File: config.mk
export PLATFORM = sky130hd
export DESIGN_NAME = i2s_tx_clkgen_master
export DESIGN_NICKNAME = d
export VERILOG_FILES = /design/src/rtl/i2s_tx_clkgen_master.sv
export SDC_FILE = /design/constraint.sdc
export NUM_CORES = 1
export LEC_CHECK = 0
export CAP_MARGIN = 20
export CORE_MARGIN = 2
export CORE_UTILIZATION = 30
export DETAILED_ROUTE_END_ITERATION = 10
export PLACE_DENSITY = 0.47
export SYNTH_ARGS = -nofsm -noshare
export SYNTH_HDL_FRONTEND = slang
export SYNTH_SLANG_ARGS = --single-unit
File: constraint.sdc
create_clock -name MCLK_I -period 6.45 [get_ports MCLK_I]
set_input_delay 0.645 -clock MCLK_I [delete_from_list [all_inputs] [get_ports MCLK_I]]
set_output_delay 0.645 -clock MCLK_I [all_outputs]
set_load 0.05 [all_outputs]
File: src/rtl/i2s_tx_clkgen_master.sv
// I2S master transmitter: derives BCK/LRCK from MCLK and serializes a stereo
// PCM pair from a one-entry holding buffer, MSB first, one BCK after LRCK.
module i2s_tx_clkgen_master #(
  parameter int PCM_BIT_WIDTH = 32,
  parameter int SLOT_WIDTH    = 32,
  parameter int BCK_DIV_HALF  = 1
) (
  input  logic                            MCLK_I,
  input  logic                            RST_I,
  input  logic                            VALID_I,
  input  logic signed [PCM_BIT_WIDTH-1:0] DATAL_I,
  input  logic signed [PCM_BIT_WIDTH-1:0] DATAR_I,
  output logic                            READY_O,
  output logic                            MCLK_O,
  output logic                            BCK_O,
  output logic                            LRCK_O,
  output logic                            DATA_O,
  output logic                            UNDERRUN_O
);

  localparam int FRAME = 2 * SLOT_WIDTH;
  localparam int P_W   = $clog2(FRAME);
  localparam int DIV_W = (BCK_DIV_HALF > 1) ? $clog2(BCK_DIV_HALF) : 1;

  localparam logic [DIV_W-1:0] DIV_LAST = DIV_W'(BCK_DIV_HALF - 1);
  localparam logic [P_W-1:0]   P_LAST   = P_W'(FRAME - 1);
  localparam logic [P_W-1:0]   P_LRCK   = P_W'(SLOT_WIDTH - 1);
  localparam logic [P_W-1:0]   P_RIGHT  = P_W'(SLOT_WIDTH);

  logic [DIV_W-1:0]                r_div;
  logic                            r_bck;
  logic [P_W-1:0]                  r_p;
  logic                            r_lrck;
  logic                            r_data;
  logic                            r_underrun;
  logic                            r_full;
  logic signed [PCM_BIT_WIDTH-1:0] r_hold_l;
  logic signed [PCM_BIT_WIDTH-1:0] r_hold_r;
  logic [PCM_BIT_WIDTH-1:0]        r_sh_l;
  logic [PCM_BIT_WIDTH-1:0]        r_sh_r;

  logic           w_wrap;
  logic           w_fall;
  logic [P_W-1:0] w_p_nxt;
  logic           w_load;
  logic           w_accept;
  logic           w_lrck_nxt;
  logic           w_left;

  assign w_wrap     = (r_div == DIV_LAST);
  assign w_fall     = w_wrap & r_bck;
  assign w_p_nxt    = (r_p == P_LAST) ? '0 : r_p + 1'b1;
  assign w_load     = w_fall && (w_p_nxt == '0);
  assign w_accept   = VALID_I & ~r_full;
  // LRCK flips one position before each slot so it leads the MSB by one BCK.
  assign w_lrck_nxt = (w_p_nxt >= P_LRCK) && (w_p_nxt != P_LAST);
  assign w_left     = (w_p_nxt < P_RIGHT);

  assign READY_O    = ~r_full;
  assign MCLK_O     = MCLK_I;
  assign BCK_O      = r_bck;
  assign LRCK_O     = r_lrck;
  assign DATA_O     = r_data;
  assign UNDERRUN_O = r_underrun;

  always_ff @(posedge MCLK_I or posedge RST_I) begin
    if (RST_I) begin
      r_div      <= '0;
      r_bck      <= 1'b0;
      r_p        <= P_LAST;
      r_lrck     <= 1'b0;
      r_data     <= 1'b0;
      r_underrun <= 1'b0;
      r_full     <= 1'b0;
      r_sh_l     <= '0;
      r_sh_r     <= '0;
    end else begin
      r_div      <= w_wrap ? '0 : r_div + 1'b1;
      r_underrun <= 1'b0;
      if (w_wrap) r_bck <= ~r_bck;
      if (w_fall) begin
        r_p    <= w_p_nxt;
        r_lrck <= w_lrck_nxt;
        if (w_load) begin
          r_underrun <= ~r_full;
          if (r_full) begin
            r_data <= r_hold_l[PCM_BIT_WIDTH-1];
            r_sh_l <= $unsigned(r_hold_l) << 1;
            r_sh_r <= $unsigned(r_hold_r);
          end else begin
            r_data <= 1'b0;
            r_sh_l <= '0;
            r_sh_r <= '0;
          end
        end else if (w_left) begin
          // Zeros shift in behind the sample, padding the slot past PCM_BIT_WIDTH.
          r_data <= r_sh_l[PCM_BIT_WIDTH-1];
          r_sh_l <= r_sh_l << 1;
        end else begin
          r_data <= r_sh_r[PCM_BIT_WIDTH-1];
          r_sh_r <= r_sh_r << 1;
        end
      end
      // A frame load only ever consumes a full buffer, so it never races an accept.
      if (w_load && r_full) r_full <= 1'b0;
      else if (w_accept)    r_full <= 1'b1;
    end
  end

  always_ff @(posedge MCLK_I) begin
    if (w_accept) begin
      r_hold_l <= DATAL_I;
      r_hold_r <= DATAR_I;
    end
  end

endmodule
# After elaboration in Yosys (flattened, before gate mapping)
# Index checks and enable logic that the tools add are counted.
[totals]
regBits = 140
wordCells = 46
output_inout_bits = 6
input_bits = 67
[classes]
n_eq_ne = 3
muxes = 15
reduce_logical = 8
addsub = 2
n_lt_le_gt_ge = 2
n_bitwise = 5
[op_table]
columns = ["operator", "n"]
rows = [
  ["$mux 32", 6],
  ["$mux 1", 8],
  ["$add 6x1->6 const B", 1],
  ["$eq 6x6->1 const B", 1],
  ["$ge 6x5->1 const B", 1],
  ["$logic_not 6->1", 1],
  ["$lt 6x6->1 const B", 1],
  ["$mux 6", 1],
  ["$ne 6x6->1 const B", 1],
  ["$reduce_and 2->1", 2],
  ["$reduce_bool 2->1", 2],
  ["$logic_and 1x1->1", 3],
  ["$not 1->1", 3],
  ["$and 1x1->1", 2],
  ["$ne 2x2->1 const B", 1],
  ["$add 1x1->1 const B", 1],
]

# Logic depth before layout (Yosys ltp)
[logic_depth]
ltp_word = 6
depth_mapped = 8
depth_no_buf = 5

==> flow_metrics.tcl <==
set metrics [dict create \
    outcome "complete, no violations" \
    cp-endpoint "MCLK_O" \
    worstPathArrival_ns 4.16 \
    grt_max_degree 76 \
    fp.dieH_um 154 \
    cts_tree "done" \
    clk_latency_ns 0.53 \
    crit_path_start "MCLK_I" \
    cts.repair.resized 0 \
    wl_um 17700 \
    synth_seq_cells 138 \
    num_rows 55 \
    synth_ff_type "dfrtp_1" \
    grt_pass1_wl_um 28500 \
    grt_pass1_vias 5207 \
    slew_headroom_pct 30.8 \
    yosys_warnings 0 \
    grt_antenna_before_repair 0 \
    cp_max_fo 2 \
    seq_area_frac_synth_pct 55.8 \
    grt.overflow.total 0 \
    final_area_um2 8530 \
    synth.distinct_cells 45 \
    vdd_drop_max_mv 0.197 \
    grt_usage_pct 15.1 \
    fin_skew_ns 0.00950 \
    p_leak_nw 3.04 \
    critPathCaptureType "output port" \
    avgSynthCellArea_um2 11.4 \
    rsz0062_at_grt "false" \
    clk_pin_slew_ns 0.06 \
    dp_hpwl_um 9710 \
    hp-class "in -> async" \
    r2r_start "r_p[1]" \
    rrSetupSlack_ns 3.61 \
    pin_count 73 \
    final_nets 702 \
    timing.setup.tns_ns 0 \
    pre_cts_slack_ns 1.91 \
    async_flop_share_pct 53.6 \
    synth-edff-count 64 \
    cap_viol_max_count 0 \
    mostFrequentLayoutCells "91 x a31oi_1, 72 x clkdlybuf4s50_1, 66 x dfrtp_1" \
    syn-num-nets 667 \
    initial_core_util_pct 30.2 \
    drive_above_1_share_pct 11.9 \
    diodes 0 \
    p_per_area_nw_per_um2 260 \
    r2r-end "r_sh_l[28]" \
    final_common_cell "a31oi_1" \
    ant_nets 0 \
    finalMaxSlewViolations 0 \
    synth_area_um2 6780 \
    postCtsSetupBuffers 0 \
    drt-initial-drc-count 715 \
    drt_pass1_iterations 5 \
    synthCells 597 \
    setup_ws_ns 1.65 \
    hold_viol_final 0 \
    syn_to_final_growth_pct 25.8 \
    cts_hold_buf 0 \
    worst_r2r_path_depth 5 \
    tightestPinTransition_ns 1.04 \
    die_w_um 154 \
    finalPower_mw 2.22 \
    finalSetupViolations 0 \
    num-fill-cells 2170 \
    vias_per_cell 5.81 \
    placed_cell_area_um2 7700 \
    gp_congestion 0.738 \
    dieArea_um2 23800 \
    crit_type "clk -> out" \
    critPathLaunchType "clock port" \
    drc 0 \
    avgRoutedWirePerCell_um 19.0 \
    coreArea_um2 22400 \
    vias 5403 \
    portBuffers 72 \
    required_ns 5.80 \
]
[state kept, by name, summed over array words and instances (netlist names)]
register,flops
r_hold_r,32
r_sh_l,31
r_p,6
r_full,1
DATA_O,1
r_sh_r,32
r_hold_l,32
LRCK_O,1
UNDERRUN_O,1
BCK_O,1
[power by group]
group / internal, mW / total [mW] / switching, mW
Combinational: 0.0466 / 0.0872 / 0.0406
Clock: 0.767 / 1.18 / 0.417
Sequential: 0.940 / 0.943 / 0.00333
Total: 1.75 / 2.22 / 0.461
[area by class of cell]
| class | count | area (um2) | share of cell area [%] |
|---|---|---|---|
| Sequential cell | 138 | 3780 | 44.4 |
| Multi-Input combinational cell | 372 | 2670 | 31.3 |
| Timing Repair Buffer | 93 | 971 | 11.4 |
| Clock buffer | 25 | 556 | 6.51 |
| Tap cell | 285 | 357 | 4.18 |
| Clock inverter | 11 | 168 | 1.97 |
| Inverter | 6 | 22.5 | 0.264 |
[logic make-up (layout without fill, tap and decap cells)]
kind of cell               count (synthesis)  count (layout)  synth area share, %
xor gates and xnor gates                   7               7                0.904
and+or+nand+nor                           92              92                 7.84
muxes                                      2               2                0.314
AOI/OAI and AO/OA                        268             268                 29.1
adders and majority gates                  3               3                0.554
DFF                                      138             138                 55.8
buffers and inverters                     87             135                 5.57
[metrics by stage]
| step | hold slack (ns) | util (%) | instances |
|---|---|---|---|
| floorplan | 0.490 | - | 597 |
| global placement | 0.508 | 34.2 | 889 |
| detailed placement | 0.509 | 34.3 | 890 |
| CTS | 0.519 | 37.5 | 925 |
| global route | 0.410 | 38.0 | 930 |
| finish | 0.407 | 38.0 | 930 |
[critical path, stage by stage]
cell and delay [ns]:
clkbuf_16 0.12, clkbuf_16 0.13, clkdlybuf4s50_1 0.69
[worst min-delay path by stage]
stage                     start    endpoint  cells after the start  slack [ns]
CTS                 r_hold_r[0]   r_sh_r[0]                      2        0.52
detailed placement       LRCK_O      LRCK_O                      2        0.51
global route              RST_I      DATA_O                      3        0.41
finish                    RST_I  r_sh_r[23]                      3        0.41
floorplan           r_hold_r[0]   r_sh_r[0]                      2        0.49
global placement    r_hold_r[0]   r_sh_r[0]                      2        0.51
[synth_stat cells, types with 2 or more instances]
library cell,instances,area (um2)
buf_2,11,55.1
nand3_1,36,180
buf_6,4,45.0
o211ai_1,34,255
nand2b_1,2,12.5
buf_1,3,11.3
buf_4,2,15.0
nand2_1,7,26.3
dfrtp_1,68,1700
edfxtp_1,64,1920
and2_1,33,206
o2111ai_1,30,263
xor2_1,2,17.5
a2111oi_0,32,280
dfstp_2,6,158
a21o_1,3,22.5
a21oi_1,4,20.0
clkbuf_1,61,229
nor3_2,2,20.0
nor2_1,3,11.3
a31oi_1,91,569
and3_1,2,12.5
a21boi_0,30,225
nand3_2,2,20.0
ha_1,3,37.5
o211a_1,2,20.0
inv_1,6,22.5
a22oi_1,30,225
xnor2_1,5,43.8
o21ai_0,2,10.0
a211oi_1,3,22.5
[per-layer routing]
| metal | track usage, % | part of all wire, % | vias to the layer above |
|---|---|---|---|
| met5 | 0 | 0 | - |
| met4 | 4.94 | 0.73 | 0 |
| met3 | 4.40 | 5.9 | 12 |
| met2 | 22.5 | 46 | 231 |
| met1 | 21.1 | 48 | 2677 |
| li1 | - | - | 2483 |
No activity file was read; power rests on OpenSTA's default activity.
